<file path="config.mk">
export PLATFORM = sky130hd
export DESIGN_NAME = mvmu_driver_flat
export DESIGN_NICKNAME = d
export VERILOG_FILES = /design/src/rtl/mvmu_pkg.sv /design/src/rtl/mvmu_driver_if.sv /design/src/rtl/mvmu_watchdog.sv /design/src/rtl/mvmu_driver.sv /design/src/flat_wrapper.sv
export SDC_FILE = /design/constraint.sdc
export NUM_CORES = 1
export LEC_CHECK = 0
export CORE_AREA = 3 3 513 515
export CTS_CLUSTER_DIAMETER = 150
export DETAILED_ROUTE_END_ITERATION = 16
export DIE_AREA = 0 0 516 518
export PLACE_DENSITY_LB_ADDON = 0.25
export SETUP_SLACK_MARGIN = 0.02
export SLEW_MARGIN = 20
export SYNTH_ARGS = -nofsm -noshare
export SYNTH_HDL_FRONTEND = slang
export SYNTH_SLANG_ARGS = --single-unit
</file>
<file path="constraint.sdc">
create_clock -name clk -period 1.87 [get_ports clk]
set_input_delay 0.4675 -clock clk [delete_from_list [all_inputs] [get_ports clk]]
set_output_delay 0.4675 -clock clk [all_outputs]
set_load 0.01 [all_outputs]
</file>
<file path="src/rtl/mvmu_pkg.sv">
// -----------------------------------------------------------------------------
// mvmu_pkg
// Shared constants for the MVMU command driver:
//   - MVMU web command codes (the values the crossbar decodes on its web bus)
//   - command opcodes carried on cmd_op
//   - driver FSM state encoding (also exported on the driver's dbg_state port)
// -----------------------------------------------------------------------------
package mvmu_pkg;

    // MVMU web bus commands
    localparam logic [3:0] WEB_CLEAN = 4'd0;
    localparam logic [3:0] WEB_WRITE = 4'd1;
    localparam logic [3:0] WEB_PIM   = 4'd2;
    localparam logic [3:0] WEB_NOP   = 4'd3;
    localparam logic [3:0] WEB_PRO   = 4'd4;
    localparam logic [3:0] WEB_IDLE  = 4'd5;

    // cmd_op codes
    localparam logic [1:0] OP_CLEAN   = 2'd0;
    localparam logic [1:0] OP_LOAD    = 2'd1;
    localparam logic [1:0] OP_COMPUTE = 2'd2;
    localparam logic [1:0] OP_RSVD    = 2'd3;

    // Driver FSM states
    typedef enum logic [2:0] {
        ST_IDLE  = 3'd0,
        ST_CLEAN = 3'd1,
        ST_LOAD  = 3'd2,
        ST_PRIME = 3'd3,
        ST_RUN   = 3'd4,
        ST_OUT   = 3'd5
    } state_e;

endpackage

</file>
<file path="src/rtl/mvmu_driver_if.sv">
// -----------------------------------------------------------------------------
// mvmu_driver_if
// The bus between the command driver and one MVMU crossbar.
//   mvmu_en        driver -> MVMU   MVMU reset/enable (1 = running)
//   mvmu_web       driver -> MVMU   4-bit command (see mvmu_pkg WEB_*)
//   mvmu_addr      driver -> MVMU   weight address of the first byte of a beat
//   mvmu_data      driver -> MVMU   16 weight bytes, byte i lands at addr+i
//   mvmu_pim_in    driver -> MVMU   input vector for a compute
//   mvmu_pro_flag  MVMU -> driver   result ready
//   mvmu_pro_q     MVMU -> driver   result vector
// Modports: master = driver side, slave = MVMU side.
// -----------------------------------------------------------------------------
interface mvmu_driver_if #(
    parameter int DATA_WIDTH     = 8,
    parameter int B_RAM_DEPTH    = 32,
    parameter int NUM_OF_COLUMNS = 32
);
    logic                                mvmu_en;
    logic [3:0]                          mvmu_web;
    logic [15:0]                         mvmu_addr;
    logic [16*DATA_WIDTH-1:0]            mvmu_data;
    logic [DATA_WIDTH*B_RAM_DEPTH-1:0]   mvmu_pim_in;
    logic                                mvmu_pro_flag;
    logic [DATA_WIDTH*NUM_OF_COLUMNS-1:0] mvmu_pro_q;

    modport master (
        output mvmu_en, mvmu_web, mvmu_addr, mvmu_data, mvmu_pim_in,
        input  mvmu_pro_flag, mvmu_pro_q
    );

    modport slave (
        input  mvmu_en, mvmu_web, mvmu_addr, mvmu_data, mvmu_pim_in,
        output mvmu_pro_flag, mvmu_pro_q
    );
endinterface

</file>
<file path="src/rtl/mvmu_watchdog.sv">
// -----------------------------------------------------------------------------
// mvmu_watchdog
// Counts cycles while `run` is high and flags `expired` on the LIMIT-th such
// cycle. The count returns to zero whenever `run` drops, so every entry into
// the watched state starts from zero.
//   clk, rst_n   clock, asynchronous active-low reset
//   run          high while the watched state is active
//   expired      combinational: high during the LIMIT-th consecutive run cycle
// -----------------------------------------------------------------------------
module mvmu_watchdog #(
    parameter int LIMIT = 255
) (
    input  logic clk,
    input  logic rst_n,
    input  logic run,
    output logic expired
);
    localparam int CW = $clog2(LIMIT + 1);

    logic [CW-1:0] count_q, count_d;

    // count_q holds the number of run cycles already completed.
    assign expired = run && (count_q == CW'(LIMIT - 1));

    always_comb begin
        count_d = count_q;
        if (!run) begin
            count_d = '0;
        end else if (!expired) begin
            count_d = count_q + CW'(1);
        end
    end

    always_ff @(posedge clk or negedge rst_n) begin
        if (!rst_n) begin
            count_q <= '0;
        end else begin
            count_q <= count_d;
        end
    end
endmodule

</file>
<file path="src/rtl/mvmu_driver.sv">
// -----------------------------------------------------------------------------
// mvmu_driver
// Command-side initiator for one MVMU crossbar. Accepts clean / load-weights /
// compute commands, sequences the MVMU web/addr/data/pim_in bus, waits for the
// MVMU result flag and returns the result vector on a valid/ready stream.
//
// Handshakes: every stream (cmd, w, res) transfers on a rising clk edge where
// both valid and ready are high; valid must then hold its payload stable until
// that edge, ready may be asserted independently of valid.
//
// Ports
//   clk, RSTn           clock, asynchronous active-low reset
//   cmd_valid/ready     command stream; ready only in IDLE
//   cmd_op              0 clean, 1 load weights, 2 compute, 3 reserved (no-op)
//   cmd_vec             compute input vector, captured on the handshake
//   w_valid/ready/data  weight beats (16 bytes) during a load
//   res_valid/ready     result stream
//   res_data            captured MVMU result
//   res_err             result produced by the RUN watchdog (data is zero)
//   dbg_state           current FSM state (mvmu_pkg::state_e encoding)
//   mvmu                MVMU bus, master side
//
// Build option: define MVMU_TIMEOUT_EN to add a RUN watchdog
// (mvmu_watchdog, TIMEOUT_CYCLES). Without it RUN waits for the flag forever
// and res_err stays 0.
// -----------------------------------------------------------------------------
module mvmu_driver
    import mvmu_pkg::*;
#(
    parameter int DATA_WIDTH     = 8,
    parameter int M_RAM_DEPTH    = 1024,
    parameter int B_RAM_DEPTH    = 32,
    parameter int NUM_OF_COLUMNS = 32,
    parameter int TIMEOUT_CYCLES = 255
) (
    input  logic                                 clk,
    input  logic                                 RSTn,
    input  logic                                 cmd_valid,
    output logic                                 cmd_ready,
    input  logic [1:0]                           cmd_op,
    input  logic [DATA_WIDTH*B_RAM_DEPTH-1:0]    cmd_vec,
    input  logic                                 w_valid,
    output logic                                 w_ready,
    input  logic [16*DATA_WIDTH-1:0]             w_data,
    output logic                                 res_valid,
    input  logic                                 res_ready,
    output logic [DATA_WIDTH*NUM_OF_COLUMNS-1:0] res_data,
    output logic                                 res_err,
    output logic [2:0]                           dbg_state,
    mvmu_driver_if.master                        mvmu
);
    localparam int BEATS = M_RAM_DEPTH / 16;
    localparam int BW    = (BEATS > 1) ? $clog2(BEATS) : 1;
    localparam int VW    = DATA_WIDTH * B_RAM_DEPTH;
    localparam int RW    = DATA_WIDTH * NUM_OF_COLUMNS;

    state_e                   state_q, state_d;
    logic                     en_q;
    logic [3:0]               web_q, web_d;
    logic [15:0]              addr_q, addr_d;
    logic [16*DATA_WIDTH-1:0] data_q, data_d;
    logic [VW-1:0]            pim_in_q, pim_in_d;
    logic [BW-1:0]            beat_q, beat_d;
    logic                     res_valid_q, res_valid_d;
    logic [RW-1:0]            res_data_q, res_data_d;
    logic                     res_err_q, res_err_d;
    logic                     timeout;

    wire cmd_fire = cmd_valid && cmd_ready;
    wire w_fire   = w_valid && w_ready;
    wire res_fire = res_valid_q && res_ready;

    assign cmd_ready = (state_q == ST_IDLE);
    assign w_ready   = (state_q == ST_LOAD);
    assign res_valid = res_valid_q;
    assign res_data  = res_data_q;
    assign dbg_state = state_q;

    assign mvmu.mvmu_en     = en_q;
    assign mvmu.mvmu_web    = web_q;
    assign mvmu.mvmu_addr   = addr_q;
    assign mvmu.mvmu_data   = data_q;
    assign mvmu.mvmu_pim_in = pim_in_q;

`ifdef MVMU_TIMEOUT_EN
    mvmu_watchdog #(
        .LIMIT (TIMEOUT_CYCLES)
    ) u_watchdog (
        .clk     (clk),
        .rst_n   (RSTn),
        .run     (state_q == ST_RUN),
        .expired (timeout)
    );
    assign res_err = res_err_q;
`else
    assign timeout = 1'b0;
    assign res_err = 1'b0;
    // res_err_q can never set in this build; TIMEOUT_CYCLES has no watchdog.
    logic unused_cfg;
    assign unused_cfg = res_err_q ^ (TIMEOUT_CYCLES != 0);
`endif

    always_comb begin
        state_d     = state_q;
        web_d       = web_q;
        addr_d      = addr_q;
        data_d      = data_q;
        pim_in_d    = pim_in_q;
        beat_d      = beat_q;
        res_valid_d = res_valid_q;
        res_data_d  = res_data_q;
        res_err_d   = res_err_q;

        case (state_q)
            ST_IDLE: begin
                web_d = WEB_NOP;
                if (cmd_fire) begin
                    case (cmd_op)
                        OP_CLEAN: begin
                            state_d = ST_CLEAN;
                            web_d   = WEB_CLEAN;
                        end
                        OP_LOAD: begin
                            state_d = ST_LOAD;
                            beat_d  = '0;
                        end
                        OP_COMPUTE: begin
                            // WEB_IDLE for one cycle flushes any stale
                            // progress the MVMU may hold from an aborted run.
                            state_d  = ST_PRIME;
                            web_d    = WEB_IDLE;
                            pim_in_d = cmd_vec;
                        end
                        default: ; // reserved op: accepted, nothing happens
                    endcase
                end
            end

            ST_CLEAN: begin
                state_d = ST_IDLE;
                web_d   = WEB_NOP;
            end

            ST_LOAD: begin
                web_d = WEB_NOP;
                if (w_fire) begin
                    web_d  = WEB_WRITE;
                    addr_d = 16'({beat_q, 4'b0000});
                    data_d = w_data;
                    beat_d = beat_q + BW'(1);
                    if (beat_q == BW'(BEATS - 1)) begin
                        state_d = ST_IDLE;
                    end
                end
            end

            ST_PRIME: begin
                state_d = ST_RUN;
                web_d   = WEB_PRO;
            end

            ST_RUN: begin
                web_d = WEB_PRO;
                // A real flag wins over a watchdog expiry in the same cycle.
                if (mvmu.mvmu_pro_flag) begin
                    state_d     = ST_OUT;
                    web_d       = WEB_NOP;
                    res_valid_d = 1'b1;
                    res_data_d  = mvmu.mvmu_pro_q;
                end else if (timeout) begin
                    state_d     = ST_OUT;
                    web_d       = WEB_NOP;
                    res_valid_d = 1'b1;
                    res_data_d  = '0;
                    res_err_d   = 1'b1;
                end
            end

            ST_OUT: begin
                web_d = WEB_NOP;
                if (res_fire) begin
                    state_d     = ST_IDLE;
                    res_valid_d = 1'b0;
                    res_err_d   = 1'b0;
                end
            end

            default: begin
                state_d = ST_IDLE;
                web_d   = WEB_NOP;
            end
        endcase
    end

    always_ff @(posedge clk or negedge RSTn) begin
        if (!RSTn) begin
            state_q     <= ST_IDLE;
            en_q        <= 1'b0;
            web_q       <= WEB_NOP;
            addr_q      <= '0;
            data_q      <= '0;
            pim_in_q    <= '0;
            beat_q      <= '0;
            res_valid_q <= 1'b0;
            res_data_q  <= '0;
            res_err_q   <= 1'b0;
        end else begin
            state_q     <= state_d;
            en_q        <= 1'b1;
            web_q       <= web_d;
            addr_q      <= addr_d;
            data_q      <= data_d;
            pim_in_q    <= pim_in_d;
            beat_q      <= beat_d;
            res_valid_q <= res_valid_d;
            res_data_q  <= res_data_d;
            res_err_q   <= res_err_d;
        end
    end
endmodule

</file>
<file path="src/flat_wrapper.sv">
// flat-port wrapper written by rule: the top's interface ports become plain ports
module mvmu_driver_flat import mvmu_pkg::*;
#(
    parameter int DATA_WIDTH     = 8,
    parameter int M_RAM_DEPTH    = 1024,
    parameter int B_RAM_DEPTH    = 32,
    parameter int NUM_OF_COLUMNS = 32,
    parameter int TIMEOUT_CYCLES = 255
)
  (clk, RSTn, cmd_valid, cmd_ready, cmd_op, cmd_vec, w_valid, w_ready, w_data, res_valid, res_ready, res_data, res_err, dbg_state, mvmu_mvmu_en, mvmu_mvmu_web, mvmu_mvmu_addr, mvmu_mvmu_data, mvmu_mvmu_pim_in, mvmu_mvmu_pro_flag, mvmu_mvmu_pro_q);
  mvmu_driver_if #(.DATA_WIDTH(DATA_WIDTH), .B_RAM_DEPTH(B_RAM_DEPTH), .NUM_OF_COLUMNS(NUM_OF_COLUMNS)) mvmu_i ();
  input  logic clk;
  input  logic RSTn;
  input  logic cmd_valid;
  output logic cmd_ready;
  input  logic [1:0] cmd_op;
  input  logic [DATA_WIDTH*B_RAM_DEPTH-1:0] cmd_vec;
  input  logic w_valid;
  output logic w_ready;
  input  logic [16*DATA_WIDTH-1:0] w_data;
  output logic res_valid;
  input  logic res_ready;
  output logic [DATA_WIDTH*NUM_OF_COLUMNS-1:0] res_data;
  output logic res_err;
  output logic [2:0] dbg_state;
  output wire logic [$bits(mvmu_i.mvmu_en)-1:0] mvmu_mvmu_en;
  output wire logic [$bits(mvmu_i.mvmu_web)-1:0] mvmu_mvmu_web;
  output wire logic [$bits(mvmu_i.mvmu_addr)-1:0] mvmu_mvmu_addr;
  output wire logic [$bits(mvmu_i.mvmu_data)-1:0] mvmu_mvmu_data;
  output wire logic [$bits(mvmu_i.mvmu_pim_in)-1:0] mvmu_mvmu_pim_in;
  input wire logic [$bits(mvmu_i.mvmu_pro_flag)-1:0] mvmu_mvmu_pro_flag;
  input wire logic [$bits(mvmu_i.mvmu_pro_q)-1:0] mvmu_mvmu_pro_q;
  assign mvmu_mvmu_en = mvmu_i.mvmu_en;
  assign mvmu_mvmu_web = mvmu_i.mvmu_web;
  assign mvmu_mvmu_addr = mvmu_i.mvmu_addr;
  assign mvmu_mvmu_data = mvmu_i.mvmu_data;
  assign mvmu_mvmu_pim_in = mvmu_i.mvmu_pim_in;
  assign mvmu_i.mvmu_pro_flag = mvmu_mvmu_pro_flag;
  assign mvmu_i.mvmu_pro_q = mvmu_mvmu_pro_q;
  mvmu_driver #(.DATA_WIDTH(DATA_WIDTH), .M_RAM_DEPTH(M_RAM_DEPTH), .B_RAM_DEPTH(B_RAM_DEPTH), .NUM_OF_COLUMNS(NUM_OF_COLUMNS), .TIMEOUT_CYCLES(TIMEOUT_CYCLES)) u_core (.clk(clk), .RSTn(RSTn), .cmd_valid(cmd_valid), .cmd_ready(cmd_ready), .cmd_op(cmd_op), .cmd_vec(cmd_vec), .w_valid(w_valid), .w_ready(w_ready), .w_data(w_data), .res_valid(res_valid), .res_ready(res_ready), .res_data(res_data), .res_err(res_err), .dbg_state(dbg_state), .mvmu(mvmu_i));
endmodule
</file>
After elaboration in Yosys (flattened, before gate mapping)
Cells that the tools add are included.
{"block": "op_classes", "addsub": 1, "n_mul": 0, "div": 0, "order_cmp": 0, "eq_ne": 14, "n_shift": 0, "mux": 19, "bitwise_logic": 0, "n_reduce_logical": 13}
{"cell": "3-bit 2-to-1 mux", "count": 6}
{"cell": "6-bit 2-to-1 mux", "count": 3}
{"cell": "4-bit case mux with 4 select lines", "count": 1}
{"cell": "3-bit case mux with 5 select lines", "count": 1}
{"cell": "6-bit case mux with 2 select lines", "count": 1}
{"cell": "2-bit inequality test, second input constant", "count": 5}
{"cell": "3-bit case mux with 3 select lines", "count": 1}
{"cell": "6-bit by 1-bit adder with 6-bit output, second input constant", "count": 1}
{"cell": "3-bit by 2-bit equality test with 1-bit output, second input constant", "count": 2}
{"cell": "3-bit equality test, second input constant", "count": 2}
{"cell": "6-bit equality test, second input constant", "count": 1}
{"cell": "3-bit case mux with 2 select lines", "count": 1}
{"cell": "3-bit AND reduction", "count": 2}
{"cell": "6-bit AND reduction", "count": 1}
{"cell": "4-bit 2-to-1 mux", "count": 1}
{"cell": "4-bit inequality test, second input constant", "count": 1}
{"cell": "2-bit AND reduction", "count": 2}
{"cell": "4-bit AND reduction", "count": 1}
{"cell": "2-bit nonzero test", "count": 2}
{"cell": "1-bit logical AND", "count": 3}
{"cell": "3-bit logical NOT", "count": 1}
{"cell": "2-bit by 1-bit equality test with 1-bit output, second input constant", "count": 1}
{"cell": "2-bit equality test, second input constant", "count": 1}
{"cell": "2-bit logical NOT", "count": 1}
{"cell": "4 further kinds", "count": 5}
{"block": "word_totals", "reg_bits": 661, "latchBits": 0, "mem_bits_rw": 0, "rom_bits": 0, "in_bits": 648, "out_inout_bits": 668, "elab_cells": 56, "mem_count": 0}

Logic depth before layout (Yosys ltp)
Gate-level depths: netlist of the first run.
{"block": "logic_depth", "word_depth": 4, "ltp_mapped": 7, "mapped_depth_nobuf": 6}

Worst setup path after synthesis of the first run
OpenSTA, ideal clock, no wires.
{"block": "synth_timing", "kind": "register -> register", "startpoint": "register u_core.state_q[0] (netlist: u_core.dbg_state[0])", "endpoint": "register u_core.data_q[100] (netlist: u_core.mvmu.mvmu_data[100])", "setup_time_ps": 125, "arrival_ps": 1839, "t_required_ps": 1745, "slack_ps": -94, "path_stages_with_launch": 8, "path_buffers": 3, "synth_period_minus_slack_ps": 1964, "path_cell_list": "dfrtp_1 -> buf_6 -> or3b_4 -> inv_2 -> and2_4 -> buf_12 -> buf_12 -> mux2_4"}
{"block": "synth_between", "elab_chain_cells": 3}
{"item": "start, declared", "line_no": "mvmu_driver.sv:57", "rtl": "state_e state_q, state_d;"}
{"item": "start signal, assigned", "line_no": "mvmu_driver.sv:208", "rtl": "state_q <= state_d;"}
{"item": "3-bit by 2-bit equality test with 1-bit output (*)", "line_no": "mvmu_driver.sv:74", "rtl": "assign w_ready = (state_q == ST_LOAD);"}
{"item": "net w_ready", "line_no": "flat_wrapper.sv:19", "rtl": "output logic w_ready;"}
{"item": "1-bit logical AND", "line_no": "mvmu_driver.sv:70", "rtl": "wire w_fire = w_valid && w_ready;"}
{"item": "2-bit AND reduction (no source line) (*)"}
{"item": "end signal, assigned", "line_no": "mvmu_driver.sv:212", "rtl": "data_q <= data_d;"}
{"item": "end, declared", "line_no": "mvmu_driver.sv:61", "rtl": "logic [16*DATA_WIDTH-1:0] data_q, data_d;"}
Mark *: on every way through the listed nets, which the timed path passes. The rest lies on a longest branch.
A chain may end at the register's enable or synchronous reset.

Worst setup path in the final report of the first run
{"block": "layout_timing", "startpoint": "register u_core.state_q[0] (netlist: u_core.dbg_state[0])", "endpoint": "output port cmd_ready"}
{"block": "layout_between", "elab_chain_cells": 1}
{"item": "3-bit logical NOT", "line_no": "mvmu_driver.sv:73", "rtl": "assign cmd_ready = (state_q == ST_IDLE);"}
{"item": "end, declared", "line_no": "flat_wrapper.sv:15", "rtl": "output logic cmd_ready;"}
No other way between the ends.

==> flow_metrics.tcl, run 1 <==
set metrics [dict create \
    status "finished, violations left" \
    violations "negative setup slack" \
    synth_edf_count 0 \
    clockRootBuffer "clkbuf_16" \
    yosysWarnings 0 \
    clock-sinks 660 \
    finalSetupTns_ps -131760 \
    drc 0 \
    clock_latency_ps 760 \
    min_to "u_core.mvmu.mvmu_data[46]" \
    place_inst 6201 \
    synth_adder_area_share 0.00296 \
    synth_flop_cell "dfrtp_1" \
    io-pin-count 1316 \
    synth_area_um2 25300 \
    drtAntennaViolNets 0 \
    cts_tree "yes" \
    routed_via_density 2.96 \
    grt_usage 0.119 \
    synth_area_leaders "dfrtp_1, mux2_2, mux2_4" \
    rsz0062_at_grt "yes" \
    drv_slew 0 \
    finalCritPeriodShare 1.24 \
    drive_gt1_frac 0.563 \
    row_count 187 \
    synth_xor_area_frac 0 \
    utilization 0.185 \
    core_area_um2 259000 \
    yosysSeqAreaShare 0.652 \
    r2r_cells 10 \
    dr.pass1.iters 5 \
    r2r_start "u_core.dbg_state[1]" \
    fin_ws_ps -443 \
    cap_violations 0 \
    seq_area_um2 16500 \
    finClkSkew_ps 40.6 \
    min_from "w_data[46]" \
    startpoint "u_core.dbg_state[0]" \
    grt_max_degree 63 \
    synthMuxAreaShare 0.302 \
    synth_top_area_frac 0.650 \
    portBuffers 1303 \
    clk_pin_slew_worst_paths_ps 60 \
    synth_top_family_by_area "multiplexers" \
    r2r_slack_ps -410 \
    hp-class "input port to register" \
    cts.htree.levels 3 \
    dr.first_iter.drc_count 571 \
    synthTopCellsByCount "dfrtp_1, mux2_2, mux2_4, buf_4, buf_2" \
    ys_async_sr_fraction 1.00 \
    die_area_um2 267000 \
    ys_seq_elements 660 \
    hold_ws_ps 324 \
    die_w_um 516 \
    overflow 0 \
    hpwl_um 135000 \
    nets 3749 \
    num-fill-cells 28300 \
    cts_made_buffers 90 \
    dr_total_vias 19500 \
    wire_per_inst_um 25.4 \
    yosysTopAreaCell "dfrtp_1" \
    setup_violations 638 \
    synth_compound_area_frac 0.00543 \
    synth_cells 1468 \
    grt_pass1_vias 20900 \
    endpoint_kind "primary output" \
    yosys.area_share.simple 0.00864 \
    arrival_ps 1850 \
    min_period_ps 2310 \
    p_leak_nw 20.8 \
    fmax_mhz 432 \
    die_h_um 518 \
    crit_type "register to primary output" \
    yosysMostFrequentCell "dfrtp_1" \
    cp-start-kind "register" \
    gp_congestion 0.829 \
    start_util 0.0977 \
    hold_viol_final 0 \
    grt_antenna_before_repair 77 \
    regToRegEndpoint "u_core.res_data[62]" \
    syn_area_per_cell_um2 17.3 \
    fin_cells 6578 \
    required_ps 1400 \
    crit_fanout 8 \
    powerDensity_nw_per_um2 1670 \
    grt_pass1_wl_um 212000 \
    min_path_cells 2 \
    irDropWorstVdd_uv 789 \
    area_delta_synth_final_pct 88.9 \
    clockBufferDepth 3 \
    multiInputGateArea_um2 8470 \
    wirelength_um 167000 \
    synthDistinctLibCells 37 \
]
## state kept, by name, indices dropped and copies added, names as in the netlist
signal	flops
u_core.beat_q	6
u_core.dbg_state	3
u_core.mvmu.mvmu_addr	6
u_core.mvmu.mvmu_data	128
u_core.mvmu.mvmu_en	1
u_core.mvmu.mvmu_pim_in	256
u_core.mvmu.mvmu_web	3
u_core.res_data	256
u_core.res_valid	1
## per-layer routing
metal	up-vias	GRT usage	share of wire	wire [um]
li1	8460	-	-	-
met1	9674	0.125	0.36	60200
met2	1044	0.207	0.49	82200
met3	254	0.0654	0.12	20400
met4	28	0.0253	0.024	3940
met5	-	0	0.0012	199
## stage by stage
stage	setup WS (ps)	cell area (um2)	total power, W
after floorplan	-74.8	25400	0.0376
after global placement	-600	43200	0.0623
after detailed placement	-549	43200	0.0623
after CTS	-630	46900	0.0812
after global routing	-584	47800	0.0850
final	-443	47900	0.0799
## critical path, cell delays in order (launching register included)
cell and delay, ps:
dfrtp_1 410, buf_6 150, or2_4 260, nor2_4 170, buf_12 140
## report_power, final
group	internal (W)	switching (W)	total (W)	leakage [nW]
clock	0.0109	0.00749	0.0184	1.54
combinational	0.0194	0.0160	0.0354	11.3
sequential	0.0215	0.00467	0.0261	7.93
total	0.0518	0.0282	0.0799	20.8
## worst max-delay path by stage
| stage | to | slack [ps] | depth (start not counted) |
|---|---|---|---|
| after floorplan | u_core.mvmu.mvmu_data[100] | -70 | 7 |
| after global placement | u_core.mvmu.mvmu_pim_in[67] | -600 | 7 |
| after detailed placement | u_core.mvmu.mvmu_pim_in[201] | -550 | 7 |
| after CTS | cmd_ready | -630 | 4 |
| after global routing | w_ready | -580 | 4 |
| final | cmd_ready | -440 | 4 |
## kinds of logic (layout without fill, tap and decap cells)
| group | after synthesis | after routing |
|---|---|---|
| AO/OA/AOI/OAI | 21 | 21 |
| other | 2 | 20 |
| AND/OR/NAND/NOR | 42 | 42 |
| adder cells (fa/ha/maj) | 6 | 6 |
| multiplexers | 647 | 647 |
| buffers and inverters | 90 | 1780 |
| flip-flops | 660 | 660 |
## placed cells by master, fill, tap and decap left out, drive strengths merged, types with 2 or more instances in the layout
cell and count:
buf 942, dfrtp 658, clkdlybuf4s50 646, mux2 646, clkbuf 144, clkinv 25
nand2 16, conb 13, bufinv 8, diode 7, o21ai 7, ha 6
nor2 6, bufbuf 5, inv 5, nor2b 4, a21oi 4, nand3b 4
and3 4, clkinvlp 3, nand3 3, o21a 2, o221ai 2, dfstp 2
## what timing repair did
item,4_1_cts,5_1_grt
endpoints found under the hold margin,34,0
resized for setup,2812,114
gates cloned,27,15
endpoints found under the setup margin,1274,842
setup buffers,140,30
pin swaps,3,4
hold buffers,1,0
## final cells by class
| type | instances | area share |
|---|---|---|
| antenna | 7 | 0.000366 |
| clock buffer | 129 | 0.0545 |
| clock inverter | 37 | 0.0117 |
| inverter | 4 | 0.000366 |
| multi-input combinational | 729 | 0.177 |
| sequential | 660 | 0.346 |
| tap | 3402 | 0.0890 |
| timing repair buffer | 1610 | 0.321 |
(Power assumes the default switching activity.)
==> inputs of run 2 (changes only) <==
- SLEW_MARGIN: 20 -> 10
==> results of run 2 <==
Final layout, timing and power as in run 1 (identical DEF).
==> inputs of run 3 (changes only) <==
- SLEW_MARGIN: 10 -> 40
- clock period: 1.87 -> 2 ns (I/O delays scaled with it)
==> flow_metrics.tcl, run 3 (synthesized netlist as in run 1, its figures left out) <==
set metrics [dict create \
    io-pin-count 1316 \
    overflow 0 \
    status "finished, violations left" \
    wirelength_um 157000 \
    critPathBufInv 3 \
    drv_slew 0 \
    r2r_cells 6 \
    required_ps 1500 \
    cap_violations 0 \
    irDropWorstVdd_uv 711 \
    hp-class "input port to async pin" \
    hpwl_um 132000 \
    cp-start-kind "register" \
    setup_violations 157 \
    holdBufCountCts 0 \
    hold_ws_ps 70.4 \
    r2r_slack_ps -140 \
    powerDensity_nw_per_um2 1540 \
    cts_made_buffers 92 \
    clockBufferDepth 3 \
    power.internal_w 0.0449 \
    drtAntennaViolNets 0 \
    max_stage_delay_ps 430 \
    grt_max_degree 92 \
    drive_gt1_frac 0.427 \
    finalCritPeriodShare 1.15 \
    hold_viol_final 0 \
    die_w_um 516 \
    place_inst 6207 \
    worst_pin_slew_ps 560 \
    gp_congestion 0.834 \
    p_clk_frac 0.245 \
    p_total_w 0.0699 \
    arrival_ps 1800 \
    dr.pass1.iters 4 \
    portBuffers 1303 \
    slowest_stage "or3b_4" \
    core_area_um2 259000 \
    switching_power_w 0.0249 \
    swShare 0.357 \
    routed_via_density 2.91 \
    min_period_ps 2300 \
    crit_fanout 5 \
    grt_usage 0.114 \
    clock-sinks 660 \
    pwr-share-comb 0.409 \
    violations "negative setup slack" \
    grt_pass1_vias 20700 \
    fmax_mhz 435 \
    die_h_um 518 \
    seq_area_um2 16500 \
    row_count 187 \
    grt_antenna_before_repair 81 \
    drc 0 \
    worstSetupPathDepth 4 \
    final_common_cell "clkdlybuf4s50_1" \
    r2r_start "u_core.dbg_state[0]" \
    slew_headroom 0.627 \
    fin_cells 6410 \
    clock_latency_ps 730 \
    multiInputGateArea_um2 8170 \
    clk_pin_slew_worst_paths_ps 60 \
    p_leak_nw 19.0 \
    finClkSkew_ps 46.7 \
    path_delay_family "simple AND/OR/NAND/NOR gates" \
    crit_type "register to primary output" \
    cts_tree "yes" \
    dr.first_iter.drc_count 567 \
    die_area_um2 267000 \
    fin_ws_ps -298 \
    wire_per_inst_um 24.5 \
    rsz0062_at_grt "yes" \
    crit_chain "or3b_4 -> inv_4 -> buf_6 -> buf_8" \
    cts.htree.levels 3 \
    final_cell_mix "clkdlybuf4s50_1, dfrtp_1, mux2_2" \
    grt_pass1_wl_um 204000 \
    num-fill-cells 28400 \
    p_seq_frac 0.346 \
    regToRegEndpoint "u_core.res_data[72]" \
    clockRootBuffer "clkbuf_16" \
    area_delta_synth_final_pct 79.0 \
    start_util 0.0977 \
    nets 3569 \
    dr_total_vias 18700 \
    endpoint_kind "primary output" \
]
-- run 3: cell count changes in the layout (fill, tap and decap cells not counted), sizes merged, moves of 4 or more --
cell,delta
clkbuf,-10
diode,+11
bufbuf,-4
buf,-554
clkinv,-8
clkdlybuf4s15,+315
dlygate4sd2,+77
-- run 3: power by group through the flow --
stage	sequential, W	combinational (W)	clock, W
after global placement	0.0244	0.0334	0
after floorplan	0.0265	0.00851	0
final	0.0242	0.0286	0.0171
after CTS	0.0243	0.0295	0.0181
after global routing	0.0251	0.0307	0.0185
after detailed placement	0.0245	0.0333	0
-- run 3: final cells by class --
cell class	count	share of cell area
antenna	18	0.000993
clock buffer	134	0.0583
clock inverter	35	0.0107
inverter	4	0.000386
multi-input combinational	729	0.180
sequential	660	0.365
tap	3402	0.0939
timing repair buffer	1428	0.291
-- run 3: how the worst max path moves through the flow --
stage                              from                           end  slack (ps)
floorplan           u_core.dbg_state[0]    u_core.mvmu.mvmu_data[100]          40
global placement              cmd_op[0]  u_core.mvmu.mvmu_pim_in[222]        -540
detailed placement            cmd_op[0]  u_core.mvmu.mvmu_pim_in[227]        -550
CTS                 u_core.dbg_state[0]                       w_ready        -410
global route        u_core.dbg_state[0]                       w_ready        -450
finish              u_core.dbg_state[1]                       w_ready        -300
-- run 3: layer usage --
layer,wire (um),track usage
met5,136,0
met4,4200,0.0271
met3,20100,0.0662
met2,76200,0.197
met1,56700,0.118
-- run 3: timing repair --
action	CTS	global route
gates cloned	1	0
setup endpoints to repair	661	534
endpoints found under the hold margin	0	0
pin swaps	1	0
setup buffers	16	0
gates resized for setup	1895	2
-- run 3: metrics by stage --
| stage | TNS (ps) | area (um2) | util | setup slack [ps] |
|---|---|---|---|---|
| after detailed placement | -184580 | 43100 | 0.166 | -550 |
| after global placement | -179070 | 43100 | 0.166 | -543 |
| after floorplan | 0 | 25400 | - | 36.1 |
| after CTS | -7990 | 45300 | 0.175 | -406 |
| after global routing | -41000 | 45300 | 0.175 | -446 |
| final | -5600 | 45400 | 0.175 | -298 |
-- run 3: worst register-to-register path: cells and delay by family, from the launching register on --
| family | cells | cell delay (ps) |
|---|---|---|
| buffers and inverters | 3 | 780 |
| AND/OR/NAND/NOR | 2 | 500 |
| flip-flops | 1 | 410 |
| multiplexers | 1 | 350 |
